[src/rtl/crypt_reg_slave_pkg.sv]
// Shared AHB codes, register map and state types for the encryption-engine register slave.
package crypt_reg_pkg;

  localparam logic [1:0] HTRANS_IDLE   = 2'b00;
  localparam logic [1:0] HTRANS_BUSY   = 2'b01;
  localparam logic [1:0] HTRANS_NONSEQ = 2'b10;
  localparam logic [1:0] HTRANS_SEQ    = 2'b11;

  localparam logic [1:0] HRESP_OKAY  = 2'b00;
  localparam logic [1:0] HRESP_ERROR = 2'b01;

  localparam logic [2:0] HSIZE_BYTE = 3'b000;
  localparam logic [2:0] HSIZE_HALF = 3'b001;
  localparam logic [2:0] HSIZE_WORD = 3'b010;

  localparam int unsigned CH_STRIDE = 32'h20;

  // Word index inside a channel bank; byte offset is the value times four.
  typedef enum logic [2:0] {
    REG_CTRL   = 3'd0,
    REG_PADDR  = 3'd1,
    REG_FSIZE  = 3'd2,
    REG_CADDR  = 3'd3,
    REG_SEED_L = 3'd4,
    REG_SEED_M = 3'd5,
    REG_STATUS = 3'd6,
    REG_RSVD   = 3'd7
  } reg_e;

  typedef enum logic [1:0] {
    ST_IDLE,
    ST_WAIT,
    ST_RESP,
    ST_ERR2
  } dp_state_e;

  function automatic logic [31:0] id_word(input int unsigned num_ch);
    return {16'hC0DE, num_ch[7:0], 8'h01};
  endfunction

endpackage

[src/rtl/crypt_reg_slave_if.sv]
// AHB-Lite slave-side signal bundle for the register slave.
interface crypt_reg_slave_if;
  logic        HSEL;
  logic [1:0]  HTRANS;
  logic        HWRITE;
  logic [2:0]  HSIZE;
  logic        HREADYin;
  logic [31:0] HADDR;
  logic [31:0] HWDATA;
  logic [31:0] HRDATA;
  logic        HREADYout;
  logic [1:0]  HRESP;

  modport slave (
    input  HSEL, HTRANS, HWRITE, HSIZE, HREADYin, HADDR, HWDATA,
    output HRDATA, HREADYout, HRESP
  );

  modport master (
    output HSEL, HTRANS, HWRITE, HSIZE, HREADYin, HADDR, HWDATA,
    input  HRDATA, HREADYout, HRESP
  );
endinterface

[src/rtl/crypt_reg_slave_ch_regs.sv]
// One channel's config bank plus BUSY/DONE/IE state, start pulse and interrupt bit.
module crypt_ch_regs
  import crypt_reg_pkg::*;
(
  input  logic        i_clk,
  input  logic        i_rst,
  input  logic        i_we,
  input  reg_e        i_wreg,
  input  logic [31:0] i_wdata,
  input  reg_e        i_rreg,
  input  logic        i_done,
  output logic [31:0] o_rdata,
  output logic        o_busy,
  output logic        o_start,
  output logic        o_irq,
  output logic [31:0] o_plain_addr,
  output logic [31:0] o_frame_size,
  output logic [31:0] o_cipher_addr,
  output logic [63:0] o_seed
);

  logic [31:0] r_paddr, r_fsize, r_caddr, r_seed_l, r_seed_m;
  logic        r_busy, r_done, r_ie, r_start, r_irq;

  always_ff @(posedge i_clk) begin
    if (i_rst) begin
      r_paddr  <= '0;
      r_fsize  <= '0;
      r_caddr  <= '0;
      r_seed_l <= '0;
      r_seed_m <= '0;
      r_busy   <= 1'b0;
      r_done   <= 1'b0;
      r_ie     <= 1'b0;
      r_start  <= 1'b0;
      r_irq    <= 1'b0;
    end else begin
      r_start <= 1'b0;
      r_irq   <= r_done & r_ie;
      if (i_we) begin
        case (i_wreg)
          REG_CTRL: begin
            r_ie <= i_wdata[1];
            if (i_wdata[0] && !r_busy) begin
              r_busy  <= 1'b1;
              r_start <= 1'b1;
            end
          end
          REG_PADDR:  r_paddr  <= i_wdata;
          REG_FSIZE:  r_fsize  <= i_wdata;
          REG_CADDR:  r_caddr  <= i_wdata;
          REG_SEED_L: r_seed_l <= i_wdata;
          REG_SEED_M: r_seed_m <= i_wdata;
          REG_STATUS: if (i_wdata[1]) r_done <= 1'b0;
          default: ;
        endcase
      end
      // Placed after the W1C so a coincident engine completion keeps DONE set.
      if (i_done && r_busy) begin
        r_busy <= 1'b0;
        r_done <= 1'b1;
      end
    end
  end

  always_comb begin
    o_rdata = '0;
    case (i_rreg)
      REG_CTRL:   o_rdata = {30'b0, r_ie, 1'b0};
      REG_PADDR:  o_rdata = r_paddr;
      REG_FSIZE:  o_rdata = r_fsize;
      REG_CADDR:  o_rdata = r_caddr;
      REG_SEED_L: o_rdata = r_seed_l;
      REG_SEED_M: o_rdata = r_seed_m;
      REG_STATUS: o_rdata = {30'b0, r_done, r_busy};
      default:    o_rdata = '0;
    endcase
  end

  assign o_busy        = r_busy;
  assign o_start       = r_start;
  assign o_irq         = r_irq;
  assign o_plain_addr  = r_paddr;
  assign o_frame_size  = r_fsize;
  assign o_cipher_addr = r_caddr;
  assign o_seed        = {r_seed_m, r_seed_l};

endmodule

[src/rtl/crypt_reg_slave.sv]
// AHB-Lite register slave fronting NUM_CH encryption channels: pipeline, wait states, decode, errors.
module crypt_reg_slave
  import crypt_reg_pkg::*;
#(
  parameter int unsigned NUM_CH      = 4,
  parameter int unsigned ADDR_BITS   = 12,
  parameter int unsigned WAIT_STATES = 0
) (
  input  logic                  HCLK,
  input  logic                  HRESET,
  crypt_reg_slave_if.slave      ahb,
  output logic [NUM_CH-1:0]     ch_start,
  output logic [NUM_CH*32-1:0]  ch_plain_addr,
  output logic [NUM_CH*32-1:0]  ch_frame_size,
  output logic [NUM_CH*32-1:0]  ch_cipher_addr,
  output logic [NUM_CH*64-1:0]  ch_seed,
  input  logic [NUM_CH-1:0]     ch_done,
  output logic                  irq
);

  localparam int unsigned IW = ADDR_BITS - 5;

  dp_state_e             r_state, w_state_nx;
  logic [3:0]            r_cnt, w_cnt_nx;
  logic [ADDR_BITS-1:0]  r_addr;
  logic                  r_write;
  logic [2:0]            r_size;

  logic [IW-1:0]  w_idx;
  reg_e           w_reg;
  logic           w_ch_hit, w_id_hit, w_busy_sel, w_cfg_wr, w_err;
  logic           w_accept, w_free, w_take, w_commit;
  logic [31:0]    w_rdata_sel;
  logic [31:0]    w_ch_rdata [NUM_CH];
  logic [NUM_CH-1:0] w_busy, w_we, w_irq_ch;

  assign w_accept = ahb.HSEL & ahb.HREADYin &
                    ((ahb.HTRANS == HTRANS_NONSEQ) || (ahb.HTRANS == HTRANS_SEQ));

  assign w_idx    = r_addr[ADDR_BITS-1:5];
  assign w_reg    = reg_e'(r_addr[4:2]);
  assign w_ch_hit = (32'(w_idx) < NUM_CH);
  assign w_id_hit = (32'(w_idx) == NUM_CH) && (w_reg == REG_CTRL);
  assign w_cfg_wr = (w_reg inside {REG_PADDR, REG_FSIZE, REG_CADDR, REG_SEED_L, REG_SEED_M}) ||
                    ((w_reg == REG_CTRL) && ahb.HWDATA[0]);

  always_comb begin
    w_busy_sel  = 1'b0;
    w_rdata_sel = '0;
    for (int unsigned i = 0; i < NUM_CH; i++) begin
      if (32'(w_idx) == i) begin
        w_busy_sel  = w_busy[i];
        w_rdata_sel = w_ch_rdata[i];
      end
    end
  end

  // Evaluated in the final data-phase cycle so START-while-BUSY can see HWDATA.
  assign w_err = (r_size != HSIZE_WORD) ||
                 (r_addr[1:0] != 2'b00) ||
                 !((w_ch_hit && (w_reg != REG_RSVD)) || w_id_hit) ||
                 (r_write && w_id_hit) ||
                 (r_write && w_ch_hit && w_busy_sel && w_cfg_wr);

  assign w_free   = (r_state == ST_IDLE) || (r_state == ST_ERR2) ||
                    ((r_state == ST_RESP) && !w_err);
  assign w_take   = w_accept & w_free;
  assign w_commit = (r_state == ST_RESP) && r_write && !w_err;

  always_ff @(posedge HCLK) begin
    if (HRESET) begin
      r_state <= ST_IDLE;
      r_cnt   <= '0;
      r_addr  <= '0;
      r_write <= 1'b0;
      r_size  <= '0;
    end else begin
      r_state <= w_state_nx;
      r_cnt   <= w_cnt_nx;
      if (w_take) begin
        r_addr  <= ahb.HADDR[ADDR_BITS-1:0];
        r_write <= ahb.HWRITE;
        r_size  <= ahb.HSIZE;
      end
    end
  end

  always_comb begin
    w_state_nx = r_state;
    w_cnt_nx   = r_cnt;
    case (r_state)
      ST_IDLE: ;
      ST_WAIT: begin
        if (r_cnt == 4'd1) w_state_nx = ST_RESP;
        else               w_cnt_nx   = r_cnt - 4'd1;
      end
      ST_RESP: w_state_nx = w_err ? ST_ERR2 : ST_IDLE;
      ST_ERR2: w_state_nx = ST_IDLE;
      default: w_state_nx = ST_IDLE;
    endcase
    if (w_take) begin
      if (WAIT_STATES == 0) begin
        w_state_nx = ST_RESP;
      end else begin
        w_state_nx = ST_WAIT;
        w_cnt_nx   = 4'(WAIT_STATES);
      end
    end
  end

  always_comb begin
    ahb.HREADYout = 1'b1;
    ahb.HRESP     = HRESP_OKAY;
    ahb.HRDATA    = '0;
    case (r_state)
      ST_WAIT: ahb.HREADYout = 1'b0;
      ST_RESP: begin
        if (w_err) begin
          ahb.HREADYout = 1'b0;
          ahb.HRESP     = HRESP_ERROR;
        end else if (!r_write) begin
          ahb.HRDATA = w_id_hit ? id_word(NUM_CH) : w_rdata_sel;
        end
      end
      ST_ERR2: ahb.HRESP = HRESP_ERROR;
      default: ;
    endcase
  end

  for (genvar g = 0; g < NUM_CH; g++) begin : g_ch
    assign w_we[g] = w_commit && w_ch_hit && (32'(w_idx) == 32'(g));

    crypt_ch_regs u_ch (
      .i_clk         (HCLK),
      .i_rst         (HRESET),
      .i_we          (w_we[g]),
      .i_wreg        (w_reg),
      .i_wdata       (ahb.HWDATA),
      .i_rreg        (w_reg),
      .i_done        (ch_done[g]),
      .o_rdata       (w_ch_rdata[g]),
      .o_busy        (w_busy[g]),
      .o_start       (ch_start[g]),
      .o_irq         (w_irq_ch[g]),
      .o_plain_addr  (ch_plain_addr[32*g +: 32]),
      .o_frame_size  (ch_frame_size[32*g +: 32]),
      .o_cipher_addr (ch_cipher_addr[32*g +: 32]),
      .o_seed        (ch_seed[64*g +: 64])
    );
  end

  assign irq = |w_irq_ch;

endmodule

[src/flat_wrapper.sv]
// flat-port wrapper written by rule: the top's interface ports become plain ports
module crypt_reg_slave_flat import crypt_reg_pkg::*;
#(
  parameter int unsigned NUM_CH      = 4,
  parameter int unsigned ADDR_BITS   = 12,
  parameter int unsigned WAIT_STATES = 0
)
  (HCLK, HRESET, ch_start, ch_plain_addr, ch_frame_size, ch_cipher_addr, ch_seed, ch_done, irq, ahb_HSEL, ahb_HTRANS, ahb_HWRITE, ahb_HSIZE, ahb_HREADYin, ahb_HADDR, ahb_HWDATA, ahb_HRDATA, ahb_HREADYout, ahb_HRESP);
  crypt_reg_slave_if ahb_i ();
  input  logic HCLK;
  input  logic HRESET;
  output logic [NUM_CH-1:0] ch_start;
  output logic [NUM_CH*32-1:0] ch_plain_addr;
  output logic [NUM_CH*32-1:0] ch_frame_size;
  output logic [NUM_CH*32-1:0] ch_cipher_addr;
  output logic [NUM_CH*64-1:0] ch_seed;
  input  logic [NUM_CH-1:0] ch_done;
  output logic irq;
  input wire logic [$bits(ahb_i.HSEL)-1:0] ahb_HSEL;
  input wire logic [$bits(ahb_i.HTRANS)-1:0] ahb_HTRANS;
  input wire logic [$bits(ahb_i.HWRITE)-1:0] ahb_HWRITE;
  input wire logic [$bits(ahb_i.HSIZE)-1:0] ahb_HSIZE;
  input wire logic [$bits(ahb_i.HREADYin)-1:0] ahb_HREADYin;
  input wire logic [$bits(ahb_i.HADDR)-1:0] ahb_HADDR;
  input wire logic [$bits(ahb_i.HWDATA)-1:0] ahb_HWDATA;
  output wire logic [$bits(ahb_i.HRDATA)-1:0] ahb_HRDATA;
  output wire logic [$bits(ahb_i.HREADYout)-1:0] ahb_HREADYout;
  output wire logic [$bits(ahb_i.HRESP)-1:0] ahb_HRESP;
  assign ahb_i.HSEL = ahb_HSEL;
  assign ahb_i.HTRANS = ahb_HTRANS;
  assign ahb_i.HWRITE = ahb_HWRITE;
  assign ahb_i.HSIZE = ahb_HSIZE;
  assign ahb_i.HREADYin = ahb_HREADYin;
  assign ahb_i.HADDR = ahb_HADDR;
  assign ahb_i.HWDATA = ahb_HWDATA;
  assign ahb_HRDATA = ahb_i.HRDATA;
  assign ahb_HREADYout = ahb_i.HREADYout;
  assign ahb_HRESP = ahb_i.HRESP;
  crypt_reg_slave #(.NUM_CH(NUM_CH), .ADDR_BITS(ADDR_BITS), .WAIT_STATES(WAIT_STATES)) u_core (.HCLK(HCLK), .HRESET(HRESET), .ahb(ahb_i), .ch_start(ch_start), .ch_plain_addr(ch_plain_addr), .ch_frame_size(ch_frame_size), .ch_cipher_addr(ch_cipher_addr), .ch_seed(ch_seed), .ch_done(ch_done), .irq(irq));
endmodule
[config.mk]
export PLATFORM = sky130hd
export DESIGN_NAME = crypt_reg_slave_flat
export DESIGN_NICKNAME = d
export VERILOG_FILES = /design/src/rtl/crypt_reg_slave_pkg.sv /design/src/rtl/crypt_reg_slave_if.sv /design/src/rtl/crypt_reg_slave_ch_regs.sv /design/src/rtl/crypt_reg_slave.sv /design/src/flat_wrapper.sv
export SDC_FILE = /design/constraint.sdc
export NUM_CORES = 2
export LEC_CHECK = 0
export CAP_MARGIN = 20
export CORE_AREA = 2 2 292 294
export CTS_BUF_LIST = sky130_fd_sc_hd__clkbuf_8
export DETAILED_ROUTE_END_ITERATION = 8
export DIE_AREA = 0 0 294 296
export GPL_ROUTABILITY_DRIVEN = 0
export HOLD_SLACK_MARGIN = 0.08
export PLACE_DENSITY = 0.69
export SLEW_MARGIN = 20
export SYNTH_ARGS = -nofsm -noshare
export SYNTH_HDL_FRONTEND = slang
export SYNTH_SLANG_ARGS = --single-unit
[constraint.sdc]
create_clock -name HCLK -period 7 [get_ports HCLK]
set_clock_uncertainty 0.2 [all_clocks]
set_input_delay 1.4 -clock HCLK [delete_from_list [all_inputs] [get_ports HCLK]]
set_output_delay 1.4 -clock HCLK [all_outputs]
set_load 0.02 [all_outputs]
---- Yosys cells after proc, flatten, opt, wreduce, memory -nomap -nowiden ----
Cells that the tools add are included.
cells by class
  multipliers ............................. 0
  add/sub/neg operators ................... 1
  bitwise gates (word level) .............. 13
  eq/ne operators ......................... 20
  div/mod/pow operators ................... 0
  magnitude comparators ................... 1
  shift operators ......................... 0
  reductions and logical operators ........ 102
  muxes and demuxes ....................... 38
operators by type and width
  operator                                                               number
  32-bit one-hot mux with 7 select lines                                 4
  32-bit two-way mux                                                     8
  2-bit AND reduction                                                    27
  2-bit nonzero test                                                     13
  3-bit AND reduction                                                    8
  1-bit logical AND                                                      23
  1-bit two-way mux                                                      20
  7-bit by 2-bit equality test with 1-bit output, second input constant  2
  3-bit OR reduction                                                     4
  2-bit OR reduction                                                     5
  3-bit equality test, second input constant                             3
  1-bit logical OR                                                       9
  2-bit equality test, second input constant                             4
  1-bit AND                                                              7
  7-bit by 1-bit equality test with 1-bit output, second input constant  1
  7-bit by 3-bit equality test with 1-bit output, second input constant  1
  7-bit logical NOT                                                      1
  7-bit by 3-bit < comparator with 1-bit output, second input constant   1
  3-bit by 2-bit equality test with 1-bit output, second input constant  2
  1-bit logical NOT                                                      6
  2-bit two-way mux                                                      3
  1-bit NOT                                                              6
  2-bit one-hot mux with 3 select lines                                  1
  5-bit nonzero test                                                     1
  other kinds (15)                                                       15
word-level totals
  bits in latches ......................... 0
  word-level logic and storage cells ...... 221
  bits in read-only memories .............. 0
  output and inout bits ................... 680
  bits of input ports ..................... 78
  memories kept ........................... 0
  flip-flop bits (word level) ............. 682
  RAM bits ................................ 0

---- Longest topological paths before layout ----
  depth after elaboration ................. 14
  gate-level depth with buffers ........... 10
  depth with buffers taken out ............ 7

---- Hierarchy ----
Synthesis repeated with hierarchy kept, for this count alone.
second synthesis, totals
  cell total of the unflattened synthesis .. 3,831
  area, all modules ....................... 30,982.2 µm²
modules (own cells, without submodules)
  module           cells an instance  area each (µm²)  instances
  crypt_ch_regs    888                7,143.1          4
  crypt_reg_slave  279                2,409.8          1

---- Worst setup path after synthesis ----
No wires, ideal clock.
  path kind ............................... register -> output
  start ................................... reg u_core.r_addr[3]
  end ..................................... out ahb_HRDATA[11]
  arrival ................................. 2,816 ps
  setup slack ............................. 2,584 ps
  stages on the path, launching flop included .. 9
  path buffers ............................ 5
  cell sequence ........................... dfxtp_1 buf_2 nor2b_1 buf_2 buf_2 buf_1 buf_2 a22oi_1 a2111oi_0
on the way
  cells in the longest elaborated chain, start to end .. 10
  elaborated cells on any way between the ends .. 32
  those cells by class .................... 7 x eq/ne; 12 x mux; 13 x reduce/logical
ends and longest elaborated chain
  item                                         RTL line                       source
  from (decl)                                  crypt_reg_slave.sv:25          logic [ADDR_BITS-1:0] r_addr;
  from (signal assigned)                       crypt_reg_slave.sv:81          r_addr <= ahb.HADDR[ADDR_BITS-1:0];
  3-bit equality test (tied with other cells)  crypt_reg_slave_ch_regs.sv:68  case (i_rreg)
  32-bit one-hot mux with 7 select lines       crypt_reg_slave_ch_regs.sv:68
  32-bit two-way mux (4 in a row)              crypt_reg_slave.sv:51          if (32'(w_idx) == i) begin
  32-bit two-way mux                           crypt_reg_slave.sv:122         ahb.HRDATA = w_id_hit ? id_word(NUM_CH) : w_rdata_sel;
  32-bit two-way mux                           crypt_reg_slave.sv:121         end else if (!r_write) begin
  32-bit two-way mux (*)                       crypt_reg_slave.sv:118         if (w_err) begin
  32-bit two-way mux (*)                       crypt_reg_slave.sv:115         case (r_state)
  to (decl)                                    flat_wrapper.sv:26             output wire logic [$bits(ahb_i.HRDATA)-1:0] ahb_HRDATA;
Every way passes the cells marked *; elsewhere a longest branch is shown, timed or not.

---- Worst setup path after layout ----
  start ................................... reg u_core.r_addr[4]
  end ..................................... out ahb_HRDATA[15]
The elaborated chain is that of the path after synthesis.

==> impl_metrics.toml <==
[setup_path]
start_kind = "register"
slowest_delay_ns = 0.88
crit_path_cell_trace = "nor2b_4 > buf_4 > a221oi_1 > nor3_1 > a211oi_1 > nor2_1 > clkdlybuf4s50_1"
regToRegStartpoint = "u_core.r_addr[4]"
crit_required_ns = 5.40
path_max_fanout = 51
regToRegSetupSlack_ns = 2.77
rr_endpoint = "u_core.g_ch[0].u_ch.o_frame_size[1]"
crit_path_end_kind = "primary output"
crit_slowest_cell = "dfxtp_4"
path_class = "reg -> out"
r2r_cells = 9
arrival_ns = 4.88

[layout]
drive_above_1_share_pct = 8.768
area_growth_pct = 33.50
num-nets-final = 4387

[synth]
synth_nets = 3811
syn_inst = 3727
syn_area_um2 = 30310
synth-edff-count = 0
synth_warnings = 0
syn-mean-instance-area_um2 = 8.133
synth.top_cell.area_share_pct = 45.04
synth_ff_type = "dfxtp_1"
synth_area_leaders = "dfxtp_1 (45%), nand2_1 (12%), a21oi_1 (10%)"
yosysMostFrequentCell = "nand2_1"
netlist.top_cell.by_area = "dfxtp_1"
async_reset_ff_share_pct = 0
ys_seq_area_share_pct = 45.04
synthDistinctLibCells = 72
synthTopCellsByCount = "nand2_1 (1005), dfxtp_1 (682), a21oi_1 (605)"
ys_ff_latch = 682

[timing]
setup_viol = 0
slew_headroom_pct = 19.24
finalHoldViolCount = 0
min_period_ns = 6.476
timing.hold.ws_ns = 0.2557
fin_crit_sh_pct = 92.51
fmax_mhz = 154.4
slew_violations = 0
rsz0062_at_grt = "no"
tightestPinTransition_ns = 1.208
setup-tns-final_ns = 0

[place]
hpwl_um = 104500
portBuffers = 735

[detailed_routing]
viasPerCell = 5.853
wl_per_cell_um = 28.25
wirelength_um = 154900
firstDrtPassIters = 8
vias = 32100
drt_iter0_drc = 4265
drc = 0
antenna_left = 0

[global_route]
grt_pass1_wl_um = 215000
grt_start_max_net_pins = 203
gr-total-overflow = 0
grt_usage_pct = 33.82
first_global_vias = 29490
grt_antenna_before_repair = 9

[floorplan]
die_area_um2 = 87020
core_um2 = 84210
io_pins = 758
die_w_um = 294
rows = 107
initial_utilization_pct = 36.00
fp.dieH_um = 296

[clocking]
clk-insertion-delay-late_ns = 0.75
clk_pin_slew_ns = 0.06
clock_sinks = 682
cts_buffers = 115
cts_resized = 0
tritoncts = "done"
post_cts_buffers = 0
root_buffer = "clkbuf_8"
cts_buffer_depth = 3
htree_levels = 3
cts_hold_buf = 0

[worst_hold_path]
worstHoldStart = "u_core.g_ch[3].u_ch.r_done"
whs_path_depth = 2
hold_end = "u_core.g_ch[3].u_ch.o_irq"
hold_path_class = "reg -> reg"

[status]
status = "finished, final reports clean"

[power_and_ir_drop]
power_density_nw_per_um2 = 206.4
peakVddDrop_v = 0.0001439
p_leak_nw = 13.03

[flow_run]
drv_cap = 0
[metal layers]
layer  GRT usage, %  routed length, µm
met1          44.42              61590
met2          52.16              68040
met3          8.506              17620
met4          15.58               7656
met5              0                 23
[cell usage in the layout (no fill, tap or decap), types with 10 or more instances in the layout]
master | Yosys | layout
a211oi_1 | 16 | 16
a21oi_1 | 605 | 604
a221o_1 | 12 | 12
a221oi_1 | 110 | 110
a22o_1 | 12 | 12
a22oi_1 | 52 | 52
buf_4 | 57 | 97
clkbuf_8 | 0 | 133
clkdlybuf4s50_1 | 0 | 727
clkinv_2 | 0 | 10
dfxtp_1 | 682 | 677
inv_1 | 12 | 62
mux2_2 | 50 | 50
mux2i_1 | 255 | 255
nand2_1 | 1005 | 1005
nand3_1 | 24 | 11
nand3_2 | 2 | 15
nor2_1 | 258 | 257
nor3_1 | 22 | 20
nor4_4 | 8 | 15
o21ai_0 | 53 | 53
o221ai_1 | 10 | 10
o22ai_1 | 19 | 19
[state kept, by name (all words and copies together), names as in the netlist]
signal / count
u_core.r_write: 1
u_core.g_ch.u_ch.o_busy: 4
u_core.g_ch.u_ch.o_start: 4
u_core.g_ch.u_ch.o_irq: 4
u_core.g_ch.u_ch.o_plain_addr: 128
u_core.r_addr: 12
u_core.g_ch.u_ch.o_frame_size: 128
u_core.r_size: 3
u_core.g_ch.u_ch.r_ie: 4
u_core.g_ch.u_ch.o_cipher_addr: 128
u_core.g_ch.u_ch.r_done: 4
u_core.g_ch.u_ch.r_seed_m: 128
u_core.g_ch.u_ch.r_seed_l: 128
u_core.r_cnt: 4
u_core.r_state: 2
[worst max path at each step]
stage,start,endpoint,slack [ns],depth (start not counted)
after floorplan,u_core.r_addr[3],ahb_HRDATA[11],2.58,8
after global placement,u_core.r_addr[11],ahb_HRDATA[31],1.43,8
after detailed placement,u_core.r_addr[11],ahb_HRDATA[31],1.45,8
after CTS,u_core.r_addr[11],ahb_HRDATA[31],0.64,8
after global routing,u_core.r_addr[5],ahb_HRDATA[11],0.52,8
final,u_core.r_addr[4],ahb_HRDATA[15],0.52,7
[logic make-up after synthesis]
| kind of cell | share of synthesized area [%] |
|---|---|
| xor gates and xnor gates | 0.08670 |
| DFF | 45.04 |
| other | 0.01237 |
| and+or+nand+nor | 18.95 |
| buffers and inverters | 6.410 |
| muxes | 10.43 |
| AOI/OAI and AO/OA | 18.83 |
| adders and majority gates | 0.2477 |
[report_power, final]
group	internal [mW]	switching, mW
logic	0.192	0.582
registers	3.90	0.0371
clock network	1.91	1.73
total	6.00	2.35
[worst max-delay path, delay by kind of cell, from the launching register on]
kind	cells	cell delay, ns
simple gates	3	1.43
buf+inv	2	1.26
flops	1	0.88
compound gates	2	0.41
[through the flow]
step	worst slack (ns)	utilization (%)	total power, mW	cell area [µm²]	instances
2_1_floorplan	2.584	-	4.424	30310	3727
3_3_place_gp	1.433	45.33	4.762	38170	5275
3_5_place_dp	1.454	45.32	4.769	38160	5275
4_1_cts	0.6413	48.05	8.344	40460	5480
5_1_grt	0.5161	48.05	8.563	40460	5484
6_report	0.5245	48.05	8.352	40470	5485
[layout make-up]
cell class                      count  area (µm²)
Multi-Input combinational cell   2654       14910
Clock buffer                      133        1831
Sequential cell                   682       13670
Fill cell                        8080       43740
Timing Repair Buffer              838        8170
Tap cell                         1090        1364
Inverter                           12       45.04
Clock inverter                     72       464.2
Antenna cell                        4       10.01
Note: power is estimated with default switching activity, not from simulation.
